`config.mk`:
```
export PLATFORM = sky130hd
export DESIGN_NAME = fetch_ctrl_flat
export DESIGN_NICKNAME = d
export VERILOG_FILES = /design/src/rtl/fetch_pkg.sv /design/src/rtl/fetch_ctrl_if.sv /design/src/rtl/fetch_next_pc.sv /design/src/rtl/fetch_ctrl.sv /design/src/flat_wrapper.sv
export SDC_FILE = /design/constraint.sdc
export NUM_CORES = 1
export LEC_CHECK = 0
export CAP_MARGIN = 20
export CORE_MARGIN = 4
export CORE_UTILIZATION = 40
export DETAILED_ROUTE_END_ITERATION = 7
export PLACE_DENSITY = 0.79
export SETUP_SLACK_MARGIN = 0.15
export SYNTH_ARGS = -nofsm -noshare
export SYNTH_HDL_FRONTEND = slang
export SYNTH_SLANG_ARGS = --single-unit
export TNS_END_PERCENT = 50
```
`constraint.sdc`:
```
create_clock -name Clk -period 3.1 [get_ports Clk]
set_input_delay 0.62 -clock Clk [delete_from_list [all_inputs] [get_ports Clk]]
set_output_delay 0.62 -clock Clk [all_outputs]
set_load 0.03 [all_outputs]
```
`src/rtl/fetch_pkg.sv`:
```
`default_nettype none
//------------------------------------------------------------------------------
// Module : fetch_pkg
// Brief  : Shared types and defaults for the instruction-fetch sequencer.
//          Holds the fetch FSM state encoding, the next-PC select encoding
//          and the default address/word widths of the 9-bit ISA.
// Rev    : 1.0  initial release
//------------------------------------------------------------------------------
package fetch_pkg;

  localparam int A_DEF = 12;  // instruction address width
  localparam int W_DEF = 9;   // instruction word width

  typedef enum logic [1:0] {
    IDLE   = 2'd0,
    RUN    = 2'd1,
    HALTED = 2'd2
  } fetch_state_t;

  // Next-PC source select
  typedef enum logic [1:0] {
    NPC_INC = 2'd0,  // PC + 1
    NPC_ABS = 2'd1,  // Target
    NPC_REL = 2'd2   // IrPc + signed Target
  } npc_sel_t;

endpackage : fetch_pkg
`default_nettype wire

```
`src/rtl/fetch_ctrl_if.sv`:
```
`default_nettype none
//------------------------------------------------------------------------------
// Module : fetch_ctrl_if
// Brief  : Bus between the fetch sequencer, the instruction ROM and the
//          decode/control unit.
//          slave  : the fetch sequencer (fetch_ctrl)
//          master : the surrounding CPU / testbench
// Ports  : Start, Stall, BranchEn, BranchRel, Target, HaltReq, InstIn  (to fetch)
//          InstAddress, Inst, IrPc, InstValid, Done                   (from fetch)
//          CycleCnt, InstCnt  (from fetch, only with FETCH_PERF_EN)
// Macro  : FETCH_PERF_EN adds the performance-counter signals.
// Rev    : 1.0  initial release
//------------------------------------------------------------------------------
interface fetch_ctrl_if #(
  parameter int A    = fetch_pkg::A_DEF,
  parameter int W    = fetch_pkg::W_DEF
`ifdef FETCH_PERF_EN
  ,
  parameter int CNTW = 16
`endif
) ();

  logic         Start;
  logic         Stall;
  logic         BranchEn;
  logic         BranchRel;
  logic [A-1:0] Target;
  logic         HaltReq;
  logic [W-1:0] InstIn;
  logic [A-1:0] InstAddress;
  logic [W-1:0] Inst;
  logic [A-1:0] IrPc;
  logic         InstValid;
  logic         Done;
`ifdef FETCH_PERF_EN
  logic [CNTW-1:0] CycleCnt;
  logic [CNTW-1:0] InstCnt;
`endif

  modport slave (
    input  Start, Stall, BranchEn, BranchRel, Target, HaltReq, InstIn,
    output InstAddress, Inst, IrPc, InstValid, Done
`ifdef FETCH_PERF_EN
    ,
    output CycleCnt, InstCnt
`endif
  );

  modport master (
    output Start, Stall, BranchEn, BranchRel, Target, HaltReq, InstIn,
    input  InstAddress, Inst, IrPc, InstValid, Done
`ifdef FETCH_PERF_EN
    ,
    input  CycleCnt, InstCnt
`endif
  );

endinterface : fetch_ctrl_if
`default_nettype wire

```
`src/rtl/fetch_next_pc.sv`:
```
`default_nettype none
//------------------------------------------------------------------------------
// Module : fetch_next_pc
// Brief  : Combinational next-PC mux. All arithmetic is A-bit modular, so
//          PC wrap-around and relative targets wrap without any flag.
// Ports  : pc     in  A  current fetch address
//          irpc   in  A  address of the instruction in IR (relative base)
//          target in  A  absolute target or two's-complement offset
//          sel    in  2  npc_sel_t source select
//          npc    out A  next fetch address
// Rev    : 1.0  initial release
//------------------------------------------------------------------------------
module fetch_next_pc
  import fetch_pkg::*;
#(
  parameter int A = A_DEF
) (
  input  wire logic [A-1:0] pc,
  input  wire logic [A-1:0] irpc,
  input  wire logic [A-1:0] target,
  input  wire npc_sel_t     sel,
  output logic      [A-1:0] npc
);

  always_comb begin
    npc = pc + A'(1);
    case (sel)
      NPC_ABS: npc = target;
      // Unsigned A-bit add of a two's-complement offset is the signed add mod 2**A
      NPC_REL: npc = irpc + target;
      default: npc = pc + A'(1);
    endcase
  end

endmodule : fetch_next_pc
`default_nettype wire

```
`src/rtl/fetch_ctrl.sv`:
```
`default_nettype none
//------------------------------------------------------------------------------
// Module : fetch_ctrl
// Brief  : Instruction-fetch sequencer. Owns the PC, drives the combinational
//          ROM address, registers the returned word into IR, and handles
//          start/halt, stalls and absolute/relative branches (one-slot squash).
// Ports  : Clk    in  system clock, rising edge
//          Reset  in  asynchronous active-high reset
//          bus    fetch_ctrl_if.slave (see interface header for signals)
// Macro  : FETCH_PERF_EN adds saturating CycleCnt / InstCnt counters.
// Rev    : 1.0  initial release
//------------------------------------------------------------------------------
module fetch_ctrl
  import fetch_pkg::*;
#(
  parameter int          A        = A_DEF,
  parameter int          W        = W_DEF,
  parameter int unsigned RESET_PC = 0
`ifdef FETCH_PERF_EN
  ,
  parameter int          CNTW     = 16
`endif
) (
  input wire logic     Clk,
  input wire logic     Reset,
  fetch_ctrl_if.slave  bus
);

  localparam logic [1:0]   c_ST_IDLE   = 2'(IDLE);
  localparam logic [1:0]   c_ST_RUN    = 2'(RUN);
  localparam logic [1:0]   c_ST_HALTED = 2'(HALTED);
  localparam logic [A-1:0] c_RESET_PC  = A'(RESET_PC);

  logic [1:0]   r_state;
  logic [A-1:0] r_pc;
  logic [W-1:0] r_inst;
  logic [A-1:0] r_irpc;
  logic         r_valid;
  logic         r_done;

  logic         w_advance;
  logic         w_halt;
  logic         w_branch;
  npc_sel_t     w_sel;
  logic [A-1:0] w_npc;

  // Halt/branch requests describe the word in IR, so they only mean
  // something when IR is live and decode is not stalling.
  assign w_advance = (r_state == c_ST_RUN) && !bus.Stall;
  assign w_halt    = w_advance && r_valid && bus.HaltReq;
  assign w_branch  = w_advance && r_valid && bus.BranchEn && !bus.HaltReq;

  always_comb begin
    w_sel = NPC_INC;
    if (w_branch) w_sel = bus.BranchRel ? NPC_REL : NPC_ABS;
  end

  fetch_next_pc #(
    .A (A)
  ) u_next_pc (
    .pc     (r_pc),
    .irpc   (r_irpc),
    .target (bus.Target),
    .sel    (w_sel),
    .npc    (w_npc)
  );

  always_ff @(posedge Clk or posedge Reset) begin
    if (Reset) begin
      r_state <= c_ST_IDLE;
      r_pc    <= c_RESET_PC;
      r_inst  <= '0;
      r_irpc  <= '0;
      r_valid <= 1'b0;
      r_done  <= 1'b0;
    end else begin
      case (r_state)
        c_ST_IDLE, c_ST_HALTED: begin
          if (bus.Start) begin
            r_state <= c_ST_RUN;
            r_pc    <= c_RESET_PC;
            r_valid <= 1'b0;
            r_done  <= 1'b0;
          end
        end
        c_ST_RUN: begin
          if (w_halt) begin
            r_state <= c_ST_HALTED;
            r_done  <= 1'b1;
            r_valid <= 1'b0;
          end else if (w_branch) begin
            // Word fetched this cycle is from the fall-through path: drop it
            r_pc    <= w_npc;
            r_valid <= 1'b0;
          end else if (w_advance) begin
            r_inst  <= bus.InstIn;
            r_irpc  <= r_pc;
            r_valid <= 1'b1;
            r_pc    <= w_npc;
          end
        end
        default: r_state <= c_ST_IDLE;
      endcase
    end
  end

  assign bus.InstAddress = r_pc;
  assign bus.Inst        = r_inst;
  assign bus.IrPc        = r_irpc;
  assign bus.InstValid   = r_valid;
  assign bus.Done        = r_done;

`ifdef FETCH_PERF_EN
  logic [CNTW-1:0] r_cycle_cnt;
  logic [CNTW-1:0] r_inst_cnt;
  logic            w_start;
  logic            w_inst_retire;

  assign w_start       = (r_state != c_ST_RUN) && bus.Start;
  assign w_inst_retire = w_advance && r_valid && !bus.HaltReq;

  always_ff @(posedge Clk or posedge Reset) begin
    if (Reset) begin
      r_cycle_cnt <= '0;
      r_inst_cnt  <= '0;
    end else if (w_start) begin
      r_cycle_cnt <= '0;
      r_inst_cnt  <= '0;
    end else begin
      if ((r_state == c_ST_RUN) && (r_cycle_cnt != '1))
        r_cycle_cnt <= r_cycle_cnt + 1'b1;
      if (w_inst_retire && (r_inst_cnt != '1))
        r_inst_cnt <= r_inst_cnt + 1'b1;
    end
  end

  assign bus.CycleCnt = r_cycle_cnt;
  assign bus.InstCnt  = r_inst_cnt;
`endif

endmodule : fetch_ctrl
`default_nettype wire

```
`src/flat_wrapper.sv`:
```
// flat-port wrapper written by rule: the top's interface ports become plain ports
module fetch_ctrl_flat import fetch_pkg::*;
#(
  parameter int          A        = A_DEF,
  parameter int          W        = W_DEF,
  parameter int unsigned RESET_PC = 0

)
  (Clk, Reset, bus_Start, bus_Stall, bus_BranchEn, bus_BranchRel, bus_Target, bus_HaltReq, bus_InstIn, bus_InstAddress, bus_Inst, bus_IrPc, bus_InstValid, bus_Done);
  fetch_ctrl_if #(.A(A), .W(W)) bus_i ();
  input wire logic Clk;
  input wire logic Reset;
  input wire logic [$bits(bus_i.Start)-1:0] bus_Start;
  input wire logic [$bits(bus_i.Stall)-1:0] bus_Stall;
  input wire logic [$bits(bus_i.BranchEn)-1:0] bus_BranchEn;
  input wire logic [$bits(bus_i.BranchRel)-1:0] bus_BranchRel;
  input wire logic [$bits(bus_i.Target)-1:0] bus_Target;
  input wire logic [$bits(bus_i.HaltReq)-1:0] bus_HaltReq;
  input wire logic [$bits(bus_i.InstIn)-1:0] bus_InstIn;
  output wire logic [$bits(bus_i.InstAddress)-1:0] bus_InstAddress;
  output wire logic [$bits(bus_i.Inst)-1:0] bus_Inst;
  output wire logic [$bits(bus_i.IrPc)-1:0] bus_IrPc;
  output wire logic [$bits(bus_i.InstValid)-1:0] bus_InstValid;
  output wire logic [$bits(bus_i.Done)-1:0] bus_Done;
  assign bus_i.Start = bus_Start;
  assign bus_i.Stall = bus_Stall;
  assign bus_i.BranchEn = bus_BranchEn;
  assign bus_i.BranchRel = bus_BranchRel;
  assign bus_i.Target = bus_Target;
  assign bus_i.HaltReq = bus_HaltReq;
  assign bus_i.InstIn = bus_InstIn;
  assign bus_InstAddress = bus_i.InstAddress;
  assign bus_Inst = bus_i.Inst;
  assign bus_IrPc = bus_i.IrPc;
  assign bus_InstValid = bus_i.InstValid;
  assign bus_Done = bus_i.Done;
  fetch_ctrl #(.A(A), .W(W), .RESET_PC(RESET_PC)) u_core (.Clk(Clk), .Reset(Reset), .bus(bus_i));
endmodule
```
==> results.sh <==
export IMPL_grt_pass1_vias=2341
export IMPL_yosys_area_top_type_share_pct=37.8
export IMPL_ys_flop_type="dfrtp_1"
export IMPL_synth_most_common_cell="dfrtp_1"
export IMPL_slowest_stage="clkdlybuf4s50_1"
export IMPL_fmax_mhz=368
export IMPL_synth_top_cell_by_area="dfrtp_1"
export IMPL_worstPathMaxFanout=3
export IMPL_cts_tree="built"
export IMPL_drt_antenna_violating_nets=0
export IMPL_setup_viol=0
export IMPL_synth_nets=300
export IMPL_synthToLayoutAreaGrowth_pct=33.9
export IMPL_ys_top_cells_by_area="dfrtp_1, mux2_2, ha_1"
export IMPL_clock_skew_ps=15.4
export IMPL_synth_seq_cells=37
export IMPL_ys_warn_count=0
export IMPL_crit_type="in2reg"
export IMPL_slew_headroom_pct=38.0
export IMPL_clockBufferDepth=2
export IMPL_crit_required_ps=3280
export IMPL_synth_edff_count=0
export IMPL_syn_avg_cell_area_um2=9.47
export IMPL_holdCritPathClass="reg2reg"
export IMPL_placed_cells=396
export IMPL_p_leak_nw=1.37
export IMPL_cp_start_kind="input port"
export IMPL_finalWorstSetupSlack_ps=385
export IMPL_slowest_delay_ps=430
export IMPL_drt_pre_antenna_iters=4
export IMPL_core_um2=5920
export IMPL_min_period_ps=2710
export IMPL_place_worst_setup_slack_ps=3.80
export IMPL_cellPowerDensity_nw_per_um2=851
export IMPL_dp_hpwl_mm=4.99
export IMPL_rows=28
export IMPL_crit_buf_inv=1
export IMPL_routed_via_count=2321
export IMPL_port_buffers=62
export IMPL_clock_latency_ps=300
export IMPL_path_clk_slew_ps=80
export IMPL_cts_root_buf="clkbuf_8"
export IMPL_synth_seq_area_share_pct=37.8
export IMPL_gp_congestion=0.856
export IMPL_async_reset_ff_share_pct=100
export IMPL_antenna_found_initial=0
export IMPL_wl_per_cell_um=16.6
export IMPL_synth_commonest_cells="dfrtp_1, nand2_1, a21oi_1, mux2_2, o21ai_0"
export IMPL_die_y_um=86.3
export IMPL_final_nets=369
export IMPL_finalSetupTns_ps=0
export IMPL_cp_end_kind="flip-flop"
export IMPL_synth_cell_type_count=58
export IMPL_p_total_mw=2.80
export IMPL_drt_iter0_drc=189
export IMPL_avgViaCountPerCell=5.75
export IMPL_grt_start_max_net_pins=38
export IMPL_arrival_ps=2900
export IMPL_die_area_um2=7450
export IMPL_synth_cells=259
export IMPL_drv_slew=0
export IMPL_post_route_period_util_pct=87.6
export IMPL_post_cts_repair_setup_buffers=0
export IMPL_cp_top_family="compound AO/OA/AOI/OAI gates"
export IMPL_hold_viol=0
export IMPL_grt_pass1_wl_mm=11.2
export IMPL_final_instance_count_excl_fill=404
export IMPL_status="finished clean"
export IMPL_n_antenna_cell=0
export IMPL_pin_count=63
export IMPL_die_w_um=86.3
export IMPL_vdd_drop_max_mv=0.396
export IMPL_numCtsBuffers=5
export IMPL_wl_mm=6.71
export IMPL_ctsHtreeMaxLevel=2
export IMPL_worst_pin_slew_ps=929
export IMPL_drc=0
export IMPL_drive_above_1_share_pct=12.2
export IMPL_rsz0062_at_grt="false"
export IMPL_maxCapViolations=0
export IMPL_initial_core_util_pct=41.4
export IMPL_grt_overflow=0
export IMPL_syn_cell_area_um2=2450
export IMPL_cp_cell_sequence="clkdlybuf4s50_1 -> ha_1 -> fa_1 -> a211oi_2 -> o211ai_1 -> and3_1 -> o31a_1 -> a2111oi_2"
export IMPL_grt_usage_pct=18.7
export IMPL_cts_sinks=37
==> logic make-up (layout without fill, tap and decap cells) <==
group           count (synthesis)  count (layout)  share of synthesized area, %
flops                          37              37                          37.8
simple gates                   88              88                          18.4
fa+ha+maj                      13              13                          6.94
mux                            22              22                          9.90
compound gates                 77              77                          21.9
buf+inv                        16              86                          3.01
xor+xnor                        6               6                          2.14
==> what timing repair did <==
item | CTS | global route
endpoints found under the setup margin | 0 | 1
resized for setup | 0 | 1
hold buffers | 0 | 0
==> final timing paths <==
check	cells after the start	end	from	slack, ps
min in group asynchronous	3	u_core.bus.IrPc[1]	Reset	740
worst min-delay path	1	u_core.bus.Done	u_core.bus.Done	510
worst min register to register	1	u_core.bus.Done	u_core.bus.Done	510
worst max register to register	7	u_core.bus.InstAddress[8]	u_core.bus.IrPc[0]	730
max in group asynchronous	3	u_core.bus.IrPc[11]	Reset	2010
worst max-delay path	8	u_core.bus.InstAddress[8]	bus_Target[0]	390
==> sequential cells by signal (all words and copies together), names as in the netlist <==
name,flops
u_core.bus.Done,1
u_core.bus.IrPc,12
u_core.bus.InstAddress,12
u_core.bus.InstValid,1
u_core.r_state,2
u_core.bus.Inst,9
==> layer usage <==
metal / vias up / routed length [µm] / GRT usage (%)
li1: 1121 / - / -
met1: 1102 / 2880 / 24.2
met2: 89 / 3210 / 31.1
met3: 9 / 525 / 4.47
met4: 0 / 88 / 5.81
met5: - / 0 / 0
==> power by group <==
part	leakage [nW]	switching (mW)	internal, mW
Combinational	0.836	0.908	0.699
Clock	0.0512	0.190	0.181
Sequential	0.482	0.165	0.654
==> through the flow <==
stage                     util [%]  cell area (µm²)  hold WS, ps
after global placement        53.8             3180          471
after detailed placement      53.8             3180          488
after global routing          55.5             3280          521
final                         55.5             3280          507
after CTS                     55.4             3280          510
after floorplan                  -             2450          497
==> final cells by class <==
cell class / count / area, µm²
flip-flops and latches: 37 / 926
fillers: 561 / 2640
multi-input cells: 206 / 1460
clock buffers: 6 / 82.6
inverters: 8 / 30.0
clock inverters: 2 / 13.8
repair buffers: 70 / 681
well taps: 75 / 93.8
==> worst reg2reg max path, cell delays in order, from the launching register on <==
cell	delay, ps
dfrtp_1	410
ha_1	240
fa_1	410
a211oi_2	290
o211ai_1	170
and3_1	200
o31a_1	280
a2111oi_2	270
==> layout by cell type (no fill, tap or decap), types with 2 or more instances in the layout <==
master / synthesis / final
o21bai_1: 3 / 3
a21o_1: 3 / 3
a41oi_1: 4 / 4
nor2_1: 13 / 13
or3_1: 5 / 5
o22ai_1: 2 / 2
nand3_1: 10 / 10
mux2i_1: 4 / 4
inv_1: 8 / 8
o21ai_0: 18 / 18
nor4_1: 3 / 3
ha_1: 12 / 12
nand2_1: 25 / 25
nor3b_1: 2 / 2
o311ai_0: 2 / 2
nor3_1: 13 / 13
o21a_1: 2 / 2
dfrtp_1: 37 / 37
mux2_2: 18 / 18
and3_1: 4 / 4
nand4_1: 2 / 2
buf_4: 1 / 8
clkdlybuf4s50_1: 0 / 62
o2111ai_1: 2 / 2
o31a_1: 2 / 2
nand3b_1: 2 / 2
clkbuf_8: 0 / 6
xor2_1: 5 / 5
o211ai_1: 2 / 2
a21oi_1: 19 / 19
a22oi_1: 2 / 2
Power figures use the tool's default switching activity.
